### src/rtl/fib_pkg.sv
// ----------------------------------------------------------------------------
// fib_pkg
// Shared definitions for the Fibonacci seven-segment display block:
//   - FSM state encoding (SEED / RUN / HOLD)
//   - seed values for the sequence registers (a = previous term, b = current)
//   - active-high seven-segment glyph table, bit order {g,f,e,d,c,b,a}
// No ports (package).
// ----------------------------------------------------------------------------
package fib_pkg;

    // FSM state encoding
    localparam logic [1:0] ST_SEED = 2'd0;
    localparam logic [1:0] ST_RUN  = 2'd1;
    localparam logic [1:0] ST_HOLD = 2'd2;

    // Sequence seed: a = 0, b = 1. SEED_B must fit in one hex nibble so the
    // reset glyph pattern (digit 0 only) stays correct.
    localparam int SEED_A = 0;
    localparam int SEED_B = 1;

    // Glyphs, {g,f,e,d,c,b,a}, active high
    localparam logic [6:0] SEG_0 = 7'b0111111;
    localparam logic [6:0] SEG_1 = 7'b0000110;
    localparam logic [6:0] SEG_2 = 7'b1011011;
    localparam logic [6:0] SEG_3 = 7'b1001111;
    localparam logic [6:0] SEG_4 = 7'b1100110;
    localparam logic [6:0] SEG_5 = 7'b1101101;
    localparam logic [6:0] SEG_6 = 7'b1111101;
    localparam logic [6:0] SEG_7 = 7'b0000111;
    localparam logic [6:0] SEG_8 = 7'b1111111;
    localparam logic [6:0] SEG_9 = 7'b1101111;
    localparam logic [6:0] SEG_A = 7'b1110111;
    localparam logic [6:0] SEG_B = 7'b1111100;  // lower-case b
    localparam logic [6:0] SEG_C = 7'b0111001;
    localparam logic [6:0] SEG_D = 7'b1011110;  // lower-case d
    localparam logic [6:0] SEG_E = 7'b1111001;
    localparam logic [6:0] SEG_F = 7'b1110001;

    // Table indexed by nibble value (entry 15 listed first)
    localparam logic [15:0][6:0] SEG_GLYPHS = {
        SEG_F, SEG_E, SEG_D, SEG_C, SEG_B, SEG_A, SEG_9, SEG_8,
        SEG_7, SEG_6, SEG_5, SEG_4, SEG_3, SEG_2, SEG_1, SEG_0
    };

    function automatic logic [6:0] seg_glyph(input logic [3:0] hex);
        return SEG_GLYPHS[hex];
    endfunction

endpackage

### src/rtl/seg7_hex_decode.sv
// ----------------------------------------------------------------------------
// seg7_hex_decode
// Combinational hex nibble to seven-segment decoder (0-9, A, b, C, d, E, F).
// Ports:
//   hex  in  [3:0]  nibble to display
//   seg  out [6:0]  active-high segments {g,f,e,d,c,b,a}
// ----------------------------------------------------------------------------
module seg7_hex_decode
    import fib_pkg::*;
(
    input  logic [3:0] hex,
    output logic [6:0] seg
);

    assign seg = seg_glyph(hex);

endmodule

### src/rtl/fib_seg_display.sv
// ----------------------------------------------------------------------------
// fib_seg_display
// Steps a Fibonacci sequence once every DIV clocks (or on a single-step
// request while paused) and shows the current term on DIGITS hex
// seven-segment digits through a registered decoder.
//
// Parameters:
//   WIDTH   sequence width in bits (multiple of 4, 4..32)
//   DIV     clk cycles per sequence step (>= 2)
//   DIGITS  number of hex digits driven (default WIDTH/4)
// Ports:
//   clk          in   single clock, rising edge
//   RST          in   synchronous active-high reset, overrides everything
//   en           in   1 = free-running stepping, 0 = paused
//   mode         in   overflow policy: 0 = wrap to seed, 1 = hold
//   step_req     in   single-step pulse, only honoured while en = 0
//   seq          out  [WIDTH-1:0] current term
//   step         out  one-cycle pulse in the cycle seq advances
//   ovf          out  sticky overflow flag, cleared only by RST
//   Segment_out  out  [7*DIGITS-1:0] digit k on bits [7k+6:7k], {g..a}
// Build option:
//   FIB_LZ_BLANK_EN  blank leading-zero digits (digit 0 never blanks)
// ----------------------------------------------------------------------------
module fib_seg_display
    import fib_pkg::*;
#(
    parameter int WIDTH  = 8,
    parameter int DIV    = 24000000,
    parameter int DIGITS = WIDTH / 4
) (
    input  logic                  clk,
    input  logic                  RST,
    input  logic                  en,
    input  logic                  mode,
    input  logic                  step_req,
    output logic [WIDTH-1:0]      seq,
    output logic                  step,
    output logic                  ovf,
    output logic [7*DIGITS-1:0]   Segment_out
);

    localparam int DIV_W = (DIV > 2) ? $clog2(DIV) : 1;

    // ------------------------------------------------------------------
    // Step divider / tick generation
    // ------------------------------------------------------------------
    logic [DIV_W-1:0] div_cnt;
    logic             div_hit;
    logic             tick;

    assign div_hit = (div_cnt == DIV_W'(DIV - 1));
    // Free-running ticks while enabled; manual single step while paused.
    assign tick    = en ? div_hit : step_req;

    // ------------------------------------------------------------------
    // Sequence FSM
    // ------------------------------------------------------------------
    logic [1:0]       state;
    logic [WIDTH-1:0] a_q;
    logic [WIDTH-1:0] b_q;
    logic [WIDTH:0]   sum;

    // One extra bit so the carry out flags a term that no longer fits.
    assign sum = {1'b0, a_q} + {1'b0, b_q};
    assign seq = b_q;

    always_ff @(posedge clk) begin
        if (RST) begin
            div_cnt <= '0;
            state   <= ST_SEED;
            a_q     <= WIDTH'(SEED_A);
            b_q     <= WIDTH'(SEED_B);
            step    <= 1'b0;
            ovf     <= 1'b0;
        end else begin
            if (en)
                div_cnt <= div_hit ? '0 : div_cnt + DIV_W'(1);

            step <= 1'b0;
            case (state)
                ST_SEED: begin
                    // Reloading the seed is not a step, even if seq changes.
                    a_q   <= WIDTH'(SEED_A);
                    b_q   <= WIDTH'(SEED_B);
                    state <= ST_RUN;
                end
                ST_RUN: begin
                    if (tick) begin
                        if (!sum[WIDTH]) begin
                            a_q  <= b_q;
                            b_q  <= sum[WIDTH-1:0];
                            step <= 1'b1;
                        end else begin
                            ovf   <= 1'b1;
                            state <= mode ? ST_HOLD : ST_SEED;
                        end
                    end
                end
                ST_HOLD: begin
                    if (!mode)
                        state <= ST_SEED;
                end
                default: state <= ST_SEED;
            endcase
        end
    end

    // ------------------------------------------------------------------
    // Display decode
    // ------------------------------------------------------------------
    logic [DIGITS-1:0][3:0] nib;
    logic [DIGITS-1:0][6:0] glyph;
    logic [DIGITS-1:0][6:0] seg_d;
    logic [DIGITS-1:0][6:0] seg_rst;
    logic [DIGITS-1:0][6:0] seg_q;

    // Digits beyond the sequence width show a zero nibble.
    for (genvar k = 0; k < DIGITS; k++) begin : g_dig
        if ((4 * k + 3) < WIDTH) begin : g_nib
            assign nib[k] = b_q[4*k+3:4*k];
        end else begin : g_pad
            assign nib[k] = 4'h0;
        end

        seg7_hex_decode u_dec (
            .hex (nib[k]),
            .seg (glyph[k])
        );
    end

`ifdef FIB_LZ_BLANK_EN
    // lit[k] is set when digit k or any digit above it is non-zero.
    logic [DIGITS-1:0] lit;
    logic              nz_seen;

    always_comb begin
        lit     = '0;
        nz_seen = 1'b0;
        for (int k = DIGITS - 1; k >= 0; k--) begin
            nz_seen = nz_seen | (nib[k] != 4'h0);
            lit[k]  = nz_seen | (k == 0);
        end
    end

    always_comb begin
        seg_d   = '0;
        seg_rst = '0;
        for (int k = 0; k < DIGITS; k++)
            seg_d[k] = lit[k] ? glyph[k] : 7'b0;
        seg_rst[0] = seg_glyph(4'(SEED_B));
    end
`else
    always_comb begin
        seg_d   = glyph;
        seg_rst = '0;
        for (int k = 0; k < DIGITS; k++)
            seg_rst[k] = (k == 0) ? seg_glyph(4'(SEED_B)) : seg_glyph(4'h0);
    end
`endif

    // Registered display: follows seq with one cycle of latency. On reset
    // it shows the seed directly so the digits are valid immediately.
    always_ff @(posedge clk) begin
        if (RST)
            seg_q <= seg_rst;
        else
            seg_q <= seg_d;
    end

    assign Segment_out = seg_q;

endmodule

### config.mk
export PLATFORM = sky130hd
export DESIGN_NAME = fib_seg_display
export DESIGN_NICKNAME = d
export VERILOG_FILES = /design/src/rtl/fib_pkg.sv /design/src/rtl/seg7_hex_decode.sv /design/src/rtl/fib_seg_display.sv
export SDC_FILE = /design/constraint.sdc
export NUM_CORES = 1
export LEC_CHECK = 0
export CAP_MARGIN = 20
export CORE_UTILIZATION = 59
export CTS_BUF_LIST = sky130_fd_sc_hd__clkbuf_4
export DETAILED_ROUTE_END_ITERATION = 8
export PLACE_DENSITY = 0.93
export SLEW_MARGIN = 20
export SYNTH_ARGS = -nofsm -noshare
export SYNTH_HDL_FRONTEND = slang
export SYNTH_SLANG_ARGS = --single-unit
export TNS_END_PERCENT = 20
### constraint.sdc
create_clock -name clk -period 2.7 [get_ports clk]
set_input_delay 0.27 -clock clk [delete_from_list [all_inputs] [get_ports clk]]
set_output_delay 0.27 -clock clk [all_outputs]
set_load 0.01 [all_outputs]
**Word-level counts from Yosys, hierarchy flattened**

Memories as Yosys holds them, arrays and structs flattened. A register that Yosys moved wholly into a read port is not among the register bits.
Index checks and enable logic that the tools add are counted.

- ROM bits: 224
- Bits of input ports: 5
- Output and inout bits: 24
- Register bits: 45
- Memories: 2

- Bitwise logic cells: 2
- Reduce and logical (&&, ||, !) cells: 6
- Equal/unequal tests: 7
- Multiplexer cells: 14
- Add/subtract/negate cells: 2

Memory list:

| memory | words | width | read ports | clocked after memory_dff | write ports | line | text |
|---|---|---|---|---|---|---|---|
| (no name shown) | 16 | 7 | 1 | 1 | 0 | fib_pkg.sv:46 | `return SEG_GLYPHS[hex];` |
| (no name shown) | 16 | 7 | 1 | 1 | 0 | fib_pkg.sv:46 |  |

Operator list:

| kind | count |
|---|---|
| $mux 8 | 4 |
| $pmux 8 s2 | 2 |
| $add 25x1->25 const B | 1 |
| $eq 25x25->1 const B | 1 |
| $mux 25 | 1 |
| $add 8x8->9 | 1 |
| $reduce_and 3->1 | 3 |
| $mux 2 | 4 |
| $ne 2x2->1 const B | 4 |
| $pmux 2 s3 | 1 |
| $reduce_or 3->1 | 1 |
| $eq 2x1->1 const B | 1 |
| $eq 2x2->1 const B | 1 |
| $logic_not 2->1 | 1 |
| $mux 1 | 2 |
| $not 1->1 | 2 |
| $reduce_bool 2->1 | 1 |

**Depth between registers and ports, before layout**

- Depth after elaboration: 4
- Mapped depth: 8
- Depth with buffers taken out: 7

**By module**

Synthesis repeated with hierarchy kept, for this count alone.

- Cell total of the unflattened synthesis: 358
- Area, all modules: 3344.5 µm²

Modules (own cells, without submodules):

| module | cells an instance | area an instance (µm²) | instances | seq. area each (µm²) |
|---|---|---|---|---|
| fib_seg_display | 292 | 2768.9 | 1 | 1181.1 |
| seg7_hex_decode | 33 | 287.8 | 2 | 0.0 |

**Worst setup path after synthesis**

OpenSTA, ideal clock, no wires.

- Path kind: register to register
- Start point: register b_q[0] (netlist: seq[0])
- End point: register a_q[0]
- Period minus slack after synthesis: 2.232 ns
- Data required time: 2.580 ns
- Stages on the path, launching flop included: 9
- Buffers on the path: 1
- Slack: 0.468 ns
- Arrival: 2.112 ns
- Path through: dfxtp_1 -> ha_1 -> fa_1 -> a211oi_1 -> o21ai_1 -> o31ai_4 -> nand3_4 -> buf_6 -> mux2i_1

- Cells in the longest elaborated chain, start to end: 3

Ends and longest elaborated chain:

| item | line | text |
|---|---|---|
| start: declaration | fib_seg_display.sv:60 | `logic [WIDTH-1:0] b_q;` |
| start signal: assignment | fib_seg_display.sv:72 | `b_q <= WIDTH'(SEED_B);` |
| start signal: assignment | fib_seg_display.sv:84 | `b_q <= WIDTH'(SEED_B);` |
| start signal: assignment | fib_seg_display.sv:91 | `b_q <= sum[WIDTH-1:0];` |
| $add 8x8->9 or $mux 8 (tied branches) | fib_seg_display.sv:64, fib_seg_display.sv:89 |  |
| $ne 2x2->1 (no source line) or $mux 8 (tied branches) | - |  |
| $reduce_and 3->1 (no source line) or $pmux 8 s2 (tied branches) | - |  |
| end signal: assignment | fib_seg_display.sv:71 | `a_q <= WIDTH'(SEED_A);` |
| end signal: assignment | fib_seg_display.sv:83 | `a_q <= WIDTH'(SEED_A);` |
| end signal: assignment | fib_seg_display.sv:90 | `a_q <= b_q;` |
| end: declaration | fib_seg_display.sv:59 | `logic [WIDTH-1:0] a_q;` |

Several ways; a longest one is shown, not always the timed one. The select of a mux whose other input is x is not followed.
A chain may end at the register's enable or synchronous reset.

**Worst setup path in the final report**

- Start point: register b_q[0] (netlist: seq[0])
- End point: register b_q[7] (netlist: seq[7])

- Cells in the longest elaborated chain, start to end: 4

Ends and longest elaborated chain:

| item | line | text |
|---|---|---|
| $add 8x8->9 * | fib_seg_display.sv:64 | `assign sum = {1'b0, a_q} + {1'b0, b_q};` |
| $mux 8 | fib_seg_display.sv:89 | `if (!sum[WIDTH]) begin` |
| $mux 8 | fib_seg_display.sv:88 | `if (tick) begin` |
| $pmux 8 s2 | fib_seg_display.sv:80 | `case (state)` |

Mark *: on every way between the ends. The rest lies on a longest branch, timed or not. The select of a mux whose other input is x is not followed.

==> metrics.yaml <==
die_h_um: 74.3
path_class: "flop to flop"
placed_area_mm2: 0.00346
routabilityCongestion: 0.811
drt_first_pass_iters: 4
finalCriticalPeriod_ns: 2.44
track_usage_pct: 24.6
arrival_ns: 2.75
netlist_top_cells_count: "59 x dfxtp_1, 53 x nand2_1, 36 x nor2_1"
dp_slack_ns: 0.257
gr-total-overflow: 0
p_leak_nw: 1.40
grt_pass1_vias: 2424
ys.flop_type: "dfxtp_1"
ys_types: 51
syn_area_mm2: 0.00308
relSlewSlack_pct: 68.2
async_flop_share_pct: 0
crit_path_end_kind: "flop"
clkSinkCount: 59
drt-met1-wl_um: 2660
cts_setup_buffers: 0
synth_area_leaders: "dfxtp_1 38%, ha_1 9.3%, nand2_1 6.5%, mux2i_1 5.8%, xnor2_1 5.1%"
wire_per_inst_um: 13.6
start_kind: "flop"
wl_met2_um: 3260
diodes: 0
grt_max_degree: 24
io-pin-count: 29
cts_max_level: 3
cts_tree: "done"
status: "finished clean"
antenna_found_initial: 0
power_w: 0.00143
hold_class: "input pin to flop"
ys_seq_area_share_pct: 38.3
worst_slack_ns: 0.263
numCtsBuffers: 9
vias: 2549
worstMarginPinSlew_ns: 0.471
hold_viol: 0
ys_seq_elements: 59
tns_ns: 0
synth.most_common_cell: "dfxtp_1"
initial_utilization_pct: 63.1
via_per_inst: 5.61
skew_ns: 0.0149
synth_top_area_share_pct: 38.3
wl_met3_um: 198
cts_hold_buffers: 0
synth_enable_flop_cells: 0
power_density_mw_per_mm2: 403
die_x_um: 74.3
core_area_mm2: 0.00488
maxUsedRoutingLayer: "met4"
syn_area_per_cell_um2: 8.90
ir_worst_vdd_v: 0.000318
wl_um: 6190
syn_nets: 375
setup_violations: 0
cts_root_buffer: "clkbuf_4"
critPathMaxFanout: 16
drc: 0
final_antenna_net_count: 0
grt_first_pass_wirelength_um: 10300
slew_violations: 0
synth-warning-count: 0
port_buffers: 28
die-area_mm2: 0.00551
drt_iter0_drc: 112
rsz0062_at_grt: "no"
fmax_mhz: 410
synth_area_leader_cell: "dfxtp_1"
clockBufferDepth: 2
hpwl_um: 4500
clk_pin_slew_ns: 0.10
crit_required_ns: 3.01
finalInstanceArea_mm2: 0.00356
syn_to_final_growth_pct: 15.7
num_rows: 25
clk_latency_ns: 0.41
finalCritPeriodShare_pct: 90.3
final_nets: 411
syn_inst: 346
cts_resized: 0
drive_gt1_share_pct: 8.27
drv_cap: 0
## state kept, by name, indices dropped and copies added (netlist names)
signal       flops
Segment_out     14
a_q              8
div_cnt         25
ovf              1
seq              8
state            2
step             1
## worst paths after layout
check	cells after the start	endpoint	from	slack (ns)
max	7	seq[7]	seq[0]	0.26
min	2	state[1]	mode	0.45
max reg2reg	7	seq[7]	seq[0]	0.26
min reg2reg	1	ovf	ovf	0.47
## final cells by class
type,instances,area [um2]
Sequential cell,59,1180
Tap cell,67,83.8
Clock buffer,9,67.6
Fill cell,363,1320
Multi-Input combinational cell,260,1790
Timing Repair Buffer,38,355
Inverter,14,52.6
Clock inverter,7,35.0
## worst max-delay path, cell delays in order, from the launching register on
cell      delay, ns
dfxtp_1        0.32
ha_1           0.23
fa_1           0.42
a211oi_1       0.23
o21ai_1        0.20
o31ai_4        0.28
nand3_4        0.30
a32o_1         0.35
## per-layer routing
| layer | global-route usage [%] | vias to the layer above |
|---|---|---|
| li1 | - | 1282 |
| met1 | 26.8 | 1223 |
| met2 | 44.1 | 34 |
| met3 | 7.86 | 10 |
| met4 | 10.3 | 0 |
| met5 | 0 | - |
## report_power, final
group           total, W  leakage, nW  switching, W  internal [W]
clock           0.000494       0.0603      0.000318      0.000176
sequential      0.000880        0.476    0.00000456      0.000875
combinational  0.0000609        0.863     0.0000358     0.0000251
total            0.00143         1.40      0.000359       0.00108
## stage by stage
stage	instances	util, %	hold slack (ns)
2_1_floorplan	346	-	0.415
3_3_place_gp	438	70.9	0.443
3_5_place_dp	438	70.9	0.450
4_1_cts	454	73.1	0.449
5_1_grt	454	73.1	0.454
6_report	454	73.1	0.454
## layout by cell type, fill, tap and decap left out, types with 3 or more instances in the layout
cell	count
mux2i_1	18
nand2b_1	4
nand4_1	4
dfxtp_1	59
clkinv_1	3
o21ai_0	10
o211ai_1	3
nand3_1	13
clkdlybuf4s50_1	28
a211oi_1	3
a21oi_1	8
xor2_1	6
buf_4	10
a32o_1	3
clkinv_2	4
ha_1	23
nor2_1	36
nor2b_1	4
nand2_1	53
nor3_1	7
inv_1	13
and4_1	5
clkbuf_4	9
xnor2_1	18
or3_1	6
nor4_1	4
## cells by family (layout without fill, tap and decap cells)
family | Yosys count | count (layout) | synth area share, %
simple gates | 147 | 147 | 23.5
flops | 59 | 59 | 38.3
compound gates | 45 | 45 | 10.8
buf+inv | 27 | 68 | 3.57
fa+ha+maj | 24 | 24 | 9.99
xor+xnor | 24 | 24 | 6.82
mux | 20 | 20 | 6.95
Note: power is estimated with default switching activity, not from simulation.
